### config.mk
export PLATFORM = sky130hd
export DESIGN_NAME = decoder_arm_ldm_seq
export DESIGN_NICKNAME = d
export VERILOG_FILES = /design/src/rtl/arm_ldm_pkg.sv /design/src/rtl/ldm_lowest_set.sv /design/src/rtl/decoder_arm_ldm_seq.sv
export SDC_FILE = /design/constraint.sdc
export NUM_CORES = 1
export LEC_CHECK = 0
export BUFFER_PORTS_ARGS = -buffer_cell sky130_fd_sc_hd__buf_2
export CORE_MARGIN = 4
export CORE_UTILIZATION = 55
export CTS_CLUSTER_SIZE = 30
export DETAILED_ROUTE_END_ITERATION = 10
export GPL_TIMING_DRIVEN = 0
export PLACE_DENSITY = 0.87
export SLEW_MARGIN = 20
export SYNTH_ARGS = -nofsm -noshare
export SYNTH_HDL_FRONTEND = slang
export SYNTH_SLANG_ARGS = --single-unit
### constraint.sdc
create_clock -name clk -period 7.3 [get_ports clk]
set_input_delay 1.095 -clock clk [delete_from_list [all_inputs] [get_ports clk]]
set_output_delay 1.095 -clock clk [all_outputs]
set_load 0.05 [all_outputs]
### src/rtl/arm_ldm_pkg.sv
// Shared definitions for the ARM LDM/STM block-transfer sequencer.
//   state_e    : sequencer FSM states
//   ldm_mode_e : addressing mode, encoded directly as {P,U}
//   R15_IDX    : register-list bit of the program counter
package arm_ldm_pkg;

  typedef enum logic [1:0] {
    S_IDLE,
    S_ISSUE,
    S_WB
  } state_e;

  typedef enum logic [1:0] {
    MODE_DA = 2'b00,
    MODE_IA = 2'b01,
    MODE_DB = 2'b10,
    MODE_IB = 2'b11
  } ldm_mode_e;

  localparam int R15_IDX = 15;

  function automatic ldm_mode_e mode_of(input logic p, input logic u);
    return ldm_mode_e'({p, u});
  endfunction

endpackage

### src/rtl/ldm_lowest_set.sv
// Priority encoder: index and one-hot mask of the lowest set bit of list.
//   list : input vector (LIST_W)
//   idx  : index of the lowest set bit, 0 when list is empty (IDX_W)
//   mask : one-hot mask of that bit, all zero when list is empty (LIST_W)
module ldm_lowest_set #(
  parameter int LIST_W = 16,
  parameter int IDX_W  = 5
) (
  input  logic [LIST_W-1:0] list,
  output logic [IDX_W-1:0]  idx,
  output logic [LIST_W-1:0] mask
);

  // NOTE: every output gets a default before the loop so no latch is inferred.
  always_comb begin
    idx  = '0;
    mask = '0;
    // Scan from the top so the lowest set bit is the last one written.
    for (int i = LIST_W - 1; i >= 0; i--) begin
      if (list[i]) begin
        idx     = IDX_W'(i);
        mask    = '0;
        mask[i] = 1'b1;
      end
    end
  end

endmodule

### src/rtl/decoder_arm_ldm_seq.sv
// Multi-cycle LDM/STM sequencer. After start it issues one single-register
// beat per accepted handshake, then an optional base-writeback pulse.
//   start/reg_list/ldm_*/rn/base : instruction, sampled in IDLE
//   flush                        : abort, back to IDLE
//   beat_* / beat_ready          : valid/ready beat interface to the core
//   busy                         : upstream stall
//   branch/psr_restore           : r15 loaded (with S: SPSR->CPSR)
//   wb_en/wb_id/wb_value         : base writeback pulse
module decoder_arm_ldm_seq
  import arm_ldm_pkg::*;
#(
  parameter int DATA_W     = 32,
  parameter int LIST_W     = 16,
  parameter int ID_W       = 5,
  parameter int WORD_BYTES = 4
) (
  input  logic              clk,
  input  logic              rst_n,
  input  logic              start,
  input  logic [LIST_W-1:0] reg_list,
  input  logic              ldm_p,
  input  logic              ldm_u,
  input  logic              ldm_s,
  input  logic              ldm_w,
  input  logic              ldm_l,
  input  logic [3:0]        rn,
  input  logic [DATA_W-1:0] base,
  input  logic              flush,
  input  logic              beat_ready,
  output logic              busy,
  output logic              beat_valid,
  output logic [DATA_W-1:0] beat_addr,
  output logic              beat_rd_en,
  output logic              beat_wr_en,
  output logic [ID_W-1:0]   beat_reg_id,
  output logic              beat_user,
  output logic              beat_last,
  output logic              branch,
  output logic              psr_restore,
  output logic              wb_en,
  output logic [ID_W-1:0]   wb_id,
  output logic [DATA_W-1:0] wb_value
);

  localparam int CNT_W = $clog2(LIST_W + 1);
  // Widened list so rn and r15 can always be indexed, even for short lists.
  localparam int EXT_W = (LIST_W > 16) ? LIST_W : 16;
  localparam logic [DATA_W-1:0] STEP = DATA_W'(WORD_BYTES);

  state_e            state;
  logic [LIST_W-1:0] list_r;
  logic [DATA_W-1:0] addr_r;
  logic [DATA_W-1:0] wb_value_r;
  logic [3:0]        rn_r;
  logic              load_r, user_r, pc_load_r, s_r, wb_pending_r;

  // Start-of-sequence arithmetic on the incoming instruction.
  logic [CNT_W-1:0]  n_cnt;
  logic [DATA_W-1:0] span, start_addr, wb_value_nxt;
  logic [EXT_W-1:0]  list_ext;

  always_comb begin
    n_cnt = '0;
    for (int i = 0; i < LIST_W; i++) begin
      if (reg_list[i]) n_cnt = n_cnt + CNT_W'(1);
    end
  end

  assign list_ext = EXT_W'(reg_list);
  assign span     = DATA_W'(n_cnt) * STEP;

  always_comb begin
    start_addr = base;
    unique case (mode_of(ldm_p, ldm_u))
      MODE_IA: start_addr = base;
      MODE_IB: start_addr = base + STEP;
      MODE_DA: start_addr = base - span + STEP;
      MODE_DB: start_addr = base - span;
      default: start_addr = base;
    endcase
  end

  assign wb_value_nxt = ldm_u ? (base + span) : (base - span);

  // Current beat selection.
  logic [ID_W-1:0]   low_idx;
  logic [LIST_W-1:0] low_mask;
  logic              accept, start_ok;

  ldm_lowest_set #(
    .LIST_W(LIST_W),
    .IDX_W (ID_W)
  ) u_lowest (
    .list(list_r),
    .idx (low_idx),
    .mask(low_mask)
  );

  assign start_ok    = (state == S_IDLE) && start && !flush;
  assign beat_valid  = (state == S_ISSUE) && !flush;
  assign accept      = beat_valid && beat_ready;
  assign beat_last   = beat_valid && ((list_r & ~low_mask) == '0);
  assign beat_addr   = addr_r;
  assign beat_reg_id = low_idx;
  assign beat_rd_en  = beat_valid && load_r;
  assign beat_wr_en  = beat_valid && !load_r;
  assign beat_user   = beat_valid && user_r;
  assign branch      = accept && beat_last && pc_load_r;
  assign psr_restore = branch && s_r;
  assign busy        = (state != S_IDLE) || start_ok;
  assign wb_en       = (state == S_WB) && !flush;
  assign wb_id       = ID_W'(rn_r);
  assign wb_value    = wb_value_r;

  // NOTE: sequential state uses non-blocking assignments only.
  always_ff @(posedge clk or negedge rst_n) begin
    if (!rst_n) begin
      state        <= S_IDLE;
      list_r       <= '0;
      addr_r       <= '0;
      wb_value_r   <= '0;
      rn_r         <= '0;
      load_r       <= 1'b0;
      user_r       <= 1'b0;
      pc_load_r    <= 1'b0;
      s_r          <= 1'b0;
      wb_pending_r <= 1'b0;
    end else if (flush) begin
      state  <= S_IDLE;
      list_r <= '0;
    end else begin
      unique case (state)
        S_IDLE: begin
          if (start) begin
            list_r       <= reg_list;
            addr_r       <= start_addr;
            wb_value_r   <= wb_value_nxt;
            rn_r         <= rn;
            load_r       <= ldm_l;
            s_r          <= ldm_s;
            pc_load_r    <= ldm_l && list_ext[R15_IDX];
            user_r       <= ldm_s && !(ldm_l && list_ext[R15_IDX]);
            // A base register that is itself loaded suppresses writeback.
            wb_pending_r <= ldm_w && !(ldm_l && list_ext[rn]);
            state        <= (n_cnt == '0) ? S_IDLE : S_ISSUE;
          end
        end
        S_ISSUE: begin
          if (accept) begin
            list_r <= list_r & ~low_mask;
            addr_r <= addr_r + STEP;
            if (beat_last) state <= wb_pending_r ? S_WB : S_IDLE;
          end
        end
        S_WB:    state <= S_IDLE;
        default: state <= S_IDLE;
      endcase
    end
  end

endmodule

==> results by group, run 1 <==
STA
  – Tcrit/Tclk final: 159%
  – Setup ws final: -4.28 ns
  – Fmax: between 0.08 and 0.09 GHz
  – Slew headroom: a little under two fifths
  – Final hold viol count: 0
  – Minimum clock period: about 12 ns
  – Least-Margin Pin Slew: between 0.9 and 1 ns
  – RSZ-0062 raised after global routing: yes
  – Fin. max-slew vios: 0
  – Clk_skew: between 0.01 and 0.015 ns
  – Endpoints failing setup: just under 60

Setup path
  – Crit path kind: in -> reg
  – CP Max Fanout: 5
  – Top cell by count, worst path: ha_4
  – FF-to-FF setup slack: 3.74 ns
  – Crit path launch type: input port
  – Worst Path Required: between 7 and 8 ns
  – CP max stage delay: ~0.40 ns
  – Crit-path slowest cell: or3_4
  – Critical Path AT: about 12 ns
  – Setup crit start: reg_list[0]
  – Crit path capture type: flop
  – Worst r2r src: list_r[0]

Detailed routing
  – Post-route ant nets: 0
  – Routed length per instance: 24.9 um
  – Vias/cell: between 7 and 8
  – Drt drc: 0
  – DRT Pass-1 Iters: 6
  – Vias: about 13,000
  – Total Wirelength: roughly 44,000 um
  – Initial DRC count: 2,367

Yosys
  – EDFF count, synth: 0
  – Mapped Area: approximately 0.0096 mm^2
  – Synth warn: 0
  – Post-Synthesis Mean Instance Area: roughly 7.4 um^2
  – Post-synth cell types: 96
  – Sequential fraction of the synthesis area: 23.8%
  – #FFs+latches synth: 91
  – Ys flop type: dfrtp_1
  – Asr flop ratio synth: 100%
  – Post-Synthesis Cells: about 1,300

Run status
  – Failing checks: negative setup slack
  – Status: complete, but fails checks

Hold path
  – Min-delay src: user_r
  – Worst hold path type: reg -> reg

Floorplan
  – DIE AREA: between 0.015 and 0.02 mm^2
  – Die Span X: roughly 140 um
  – Site row count: 47
  – Core area: around 0.017 mm^2
  – Die Y-Extent: between 100 and 150 um
  – Starting Density: about 57%
  – # IOs: between 100 and 150

Flow run
  – Max-Cap Viols: 0

Finish
  – Area grow syn2layout: 43.3%
  – Final Cell Area: 0.0137 mm^2
  – Layout cell share with drive strength beyond 1: 34.5%
  – # fillers: approximately 980
  – Nets: 1,637
  – Register Area: 0.00228 mm^2
  – Area of the multi-input gates: 0.00852 mm^2

Clock tree
  – Clk_lat worst skew: 0.37 ns
  – Root buffer cell: clkbuf_16
  – Total CTS buffers: 9
  – H-tree Lvls: 3
  – Hold buffers post-CTS: 0
  – CTS Sinks: slightly above 90
  – CTS tree: built
  – Max clock buf depth: 2
  – Clock Pin Slew Worst Setup and Hold Paths: roughly 0.07 ns

Global routing
  – Global-route wire length before repair: 61,000 um
  – Vias in the first global route: approximately 11,000
  – Met2 usage: about 60%
  – GR Util met3: 10.5%
  – Routing usage on met1: approximately 50%
  – Total GRT Usage: between 30% and 40%
  – Initial antenna violation count: 0
  – Remaining global-route overflow: 0
  – Most Used Layer, Global Route: met2
  – Largest net degree at the start of global routing: 58

Placed design
  – Dpl cell area: roughly 0.011 mm^2
  – Placer Congestion: about 1.0
  – Port bufs: between 100 and 150
  – DP Wirelength: 27,300 um
-- cell families (layout without fill, tap and decap cells) --
logic type / count (synthesis) / count (layout) / synth area share [%]
multiplexers: 17 / 17 / 2.51
AND/OR/NAND/NOR: 524 / 524 / 25.5
AO/OA/AOI/OAI: 353 / 353 / 24.0
XOR/XNOR: 131 / 131 / 13.7
adder cells (fa/ha/maj): 36 / 36 / 4.78
other: 1 / 3 / 0.0392
flip-flops: 91 / 91 / 23.8
buffers and inverters: 133 / 393 / 5.68
-- cell usage in the layout, fill, tap and decap left out, types with 35 or more instances in the layout --
cell type,synthesis,final
buf_6,1,35
a21oi_1,90,75
buf_4,7,94
buf_2,7,124
o21ai_1,4,40
dfrtp_1,91,91
nand2_1,192,176
o21ai_0,94,47
xor2_1,52,45
clkbuf_1,66,64
nor2_1,128,103
nand3_1,46,39
xnor2_1,65,49
-- cell usage after synthesis (5+ instances only) --
library cell / n / area [um^2]
a211oi_1: 5 / 37.5
xnor2_1: 65 / 569
inv_1: 38 / 143
and2_1: 8 / 50.1
nor4_1: 18 / 113
a21oi_1: 90 / 450
or2_2: 7 / 43.8
mux2i_1: 6 / 60.1
o32ai_1: 9 / 78.8
clkbuf_1: 66 / 248
buf_1: 9 / 33.8
a221o_1: 5 / 50.1
dfrtp_1: 91 / 2280
nand4_1: 10 / 62.6
nand2b_1: 8 / 50.1
a221oi_1: 7 / 61.3
mux4_2: 5 / 113
nand2_1: 192 / 721
o41ai_1: 6 / 52.6
buf_4: 7 / 52.6
o31ai_1: 11 / 82.6
xor2_1: 52 / 455
or4_1: 5 / 37.5
nor2b_1: 9 / 56.3
o21bai_1: 7 / 52.6
o211ai_1: 11 / 82.6
mux2_2: 6 / 67.6
a31oi_1: 15 / 93.8
and3_1: 15 / 93.8
o22ai_1: 16 / 100
nor3_1: 40 / 200
ha_1: 31 / 388
a32oi_1: 6 / 52.6
a22o_1: 7 / 61.3
buf_2: 7 / 35.0
o21ai_0: 94 / 470
nor2_1: 128 / 480
or3_1: 19 / 119
nand3_1: 46 / 230
o2111ai_1: 5 / 43.8
-- through the flow --
stage | setup TNS [ns] | cells | utilization [%] | hold slack, ns | setup slack [ns]
final | -195.99 | 1768 | 81.6 | 0.479 | -4.28
after global routing | -211.70 | 1767 | 81.6 | 0.499 | -4.63
after CTS | -169.35 | 1711 | 76.1 | 0.463 | -3.84
after detailed placement | -241.79 | 1628 | 66.5 | 0.449 | -5.28
after global placement | -228.11 | 1627 | 66.3 | 0.450 | -5.07
after floorplan | -166.83 | 1287 | - | 0.430 | -3.94
-- routing by layer --
layer	vias to the layer above	share of wire (%)
met5	-	0
met4	0	7.6
met3	368	14
met2	1230	43
met1	5801	35
li1	5118	-
-- layout make-up --
type	instances	area share (%)
diodes	1	0.0182
clock inverters	4	0.237
plain buffers	90	3.09
well taps	220	2.01
flip-flops and latches	91	16.6
clock buffers	12	1.87
repair buffers	245	12.8
inverters	42	1.32
multi-input cells	1063	62.1
-- timing repair --
action,in CTS,in global routing
setup endpoints to repair,59,59
setup buffers,67,63
pin swaps,105,115
gates resized for setup,168,103
-- path summary, 6_finish.rpt --
path                            endpoint  cells after the start
max in group asynchronous         load_r                      2
min in group asynchronous   beat_addr[8]                      1
max                        beat_addr[15]                     62
min reg2reg                       user_r                      2
min                               user_r                      2
max reg2reg                     state[0]                     13
-- sequential cells by signal, indices dropped and copies added, names as in the netlist --
register      cells
wb_pending_r      1
s_r               1
pc_load_r         1
wb_value         32
list_r           16
rn_r              4
state             2
load_r            1
user_r            1
beat_addr        32
-- critical path: cells and delay by family --
kind | cells | cell delay, ns
compound gates | 13 | 1.94
xor+xnor | 8 | 1.69
buf+inv | 10 | 1.30
fa+ha+maj | 12 | 3.12
mux | 1 | 0.28
simple gates | 18 | 2.34
Power of run 1 is left out: the tool's default activity adds up to more than one toggle a clock period on the data nets, which glitch-free logic cannot reach.
==> run 2: changes to the inputs <==
- CORE_ASPECT_RATIO: unset -> 0.5
==> results by group, run 2 (synthesized netlist as in run 1, its figures left out) <==
STA
  – Setup TNS Final: -179.82 ns
  – Least-Margin Pin Slew: around 0.97 ns
  – Tcrit/Tclk final: 153%
  – RSZ-0062 raised after global routing: yes
  – Final hold viol count: 0
  – Slew headroom: between 30% and 40%
  – Clk_skew: ~0.011 ns
  – Fin. max-slew vios: 0
  – Setup ws final: -3.88 ns
  – Hold slack: 0.474 ns
  – Minimum clock period: approximately 11 ns
  – Fmax: between 0.08 and 0.09 GHz
  – Endpoints failing setup: 59

Global routing
  – Largest net degree at the start of global routing: between 60 and 70
  – Global-route wire length before repair: about 59,000 um
  – Initial antenna violation count: 0
  – Vias in the first global route: approximately 11,000
  – Total GRT Usage: 37.2%
  – Remaining global-route overflow: 0

Detailed routing
  – Total Wirelength: 42,000 um
  – Drt drc: 1
  – Vias/cell: ~6.8
  – Vias: between 10,000 and 15,000
  – DRT Pass-1 Iters: 9
  – Initial DRC count: roughly 1,800
  – Routed length per instance: approximately 24 um
  – Post-route ant nets: 0

Placed design
  – DP Wirelength: around 27,000 um
  – Cells after DPL: around 1,600
  – Dpl cell area: approximately 0.011 mm^2
  – Port bufs: 120
  – Setup WS pre-CTS: -5.15 ns
  – Placer Congestion: a little under 1

Finish
  – Layout cell share with drive strength beyond 1: a little over a third
  – Register Area: roughly 0.0023 mm^2
  – Area grow syn2layout: 45.5%
  – Most frequent cells in the layout: nand2_1 (176), buf_2 (124), nor2_1 (102)
  – Final Cell Area: 0.0139 mm^2
  – Final core occ: between 80% and 90%
  – Nets: 1,642
  – Area of the multi-input gates: ~0.0087 mm^2
  – Final cell count without fillers: 1,779
  – Antenna cell count: 0
  – # fillers: a little under 1,000
  – Commonest non-fill, non-tap cell in the layout: nand2_1

Setup path
  – Register-to-Register Path Depth: 13
  – CP max stage delay: 0.42 ns
  – CP Max Fanout: 6
  – Top cell by count, worst path: ha_4
  – Crit path kind: in -> reg
  – Worst Path Required: approximately 7.6 ns
  – Critical Path AT: roughly 11 ns
  – Crit path capture type: flop
  – Crit-path slowest cell: or3_4
  – Crit path launch type: input port

Flow run
  – Max-Cap Viols: 0

Pwr
  – Power per Cell Area: 610 mW/mm^2
  – Leakage power: around 5.7 nW
  – VDD IR max: ~0.79 mV
  – Final Power: between 8 and 9 mW

Floorplan
  – Starting Density: between 50% and 60%
  – Core area: around 0.017 mm^2
  – # IOs: approximately 150
  – Die Y-Extent: just over 100 um
  – Site row count: 33
  – Die Span X: approximately 200 um
  – DIE AREA: about 0.020 mm^2

Hold path
  – Worst hold path type: reg -> reg
  – Hold Path Depth: 2

Clock tree
  – Clock Pin Slew Worst Setup and Hold Paths: 0.08 ns
  – CTS Sinks: around 90
  – H-tree Lvls: 3
  – Root buffer cell: clkbuf_16
  – Max clock buf depth: 2
  – Total CTS buffers: 9
  – CTS tree: built
  – Clk_lat worst skew: 0.38 ns

Run status
  – Status: complete, but fails checks
  – Failing checks: design-rule violations, negative setup slack
## run 2: cell types whose count changed in the layout (fill, tap and decap cells not counted), sizes merged
cell      before  now
buf          269  274
clkbuf        78   75
clkinv         4    6
clkinvlp       2    0
diode          1    0
inv           40   43
## run 2: per-layer routing
metal | wire, um | up-vias | GRT usage (%)
met3 | 4910 | 223 | 7.91
met5 | 0 | - | 0
li1 | - | 5120 | -
met2 | 19100 | 967 | 60.4
met1 | 16000 | 5732 | 49.9
met4 | 2010 | 0 | 13.9
## run 2: path summary, 6_finish.rpt
check | end | start | slack, ns
setup / recovery | beat_addr[28] | reg_list[1] | -3.88
hold / removal | wb_pending_r | wb_pending_r | 0.47
setup reg to reg | state[0] | list_r[0] | 3.94
hold reg to reg | wb_pending_r | wb_pending_r | 0.47
max in group asynchronous | beat_addr[0] | rst_n | 6.07
min in group asynchronous | beat_addr[10] | rst_n | 0.60
## run 2: layout make-up
type	count	share of cell area (%)
Clock inverter	7	0.638
Timing Repair Buffer	250	12.9
Multi-Input combinational cell	1063	62.3
Inverter	42	1.32
Buffer	90	2.88
Sequential cell	91	16.4
Tap cell	227	2.04
Clock buffer	9	1.62
## run 2: critical path: cells and delay by family
| kind | cells | cell delay, ns |
|---|---|---|
| simple gates | 21 | 3.33 |
| xor+xnor | 9 | 1.85 |
| compound gates | 9 | 1.29 |
| fa+ha+maj | 12 | 2.93 |
| buf+inv | 7 | 0.67 |
| mux | 1 | 0.27 |
## run 2: timing repair
action                                  4_1_cts  5_1_grt
cloned                                        0        0
hold buffers                                  0        0
pin swaps                                    93      103
hold endpoints to repair                      0        0
gates resized for setup                     141      150
endpoints found under the setup margin       59       59
setup buffers                                83       52
## run 2: power by group
| group | total, mW | switching (mW) | internal, mW |
|---|---|---|---|
| Combinational | 7.11 | 4.05 | 3.06 |
| Clock | 0.508 | 0.260 | 0.248 |
| Sequential | 0.881 | 0.185 | 0.696 |
| Total | 8.50 | 4.49 | 4.00 |
Power figures use the tool's default switching activity.
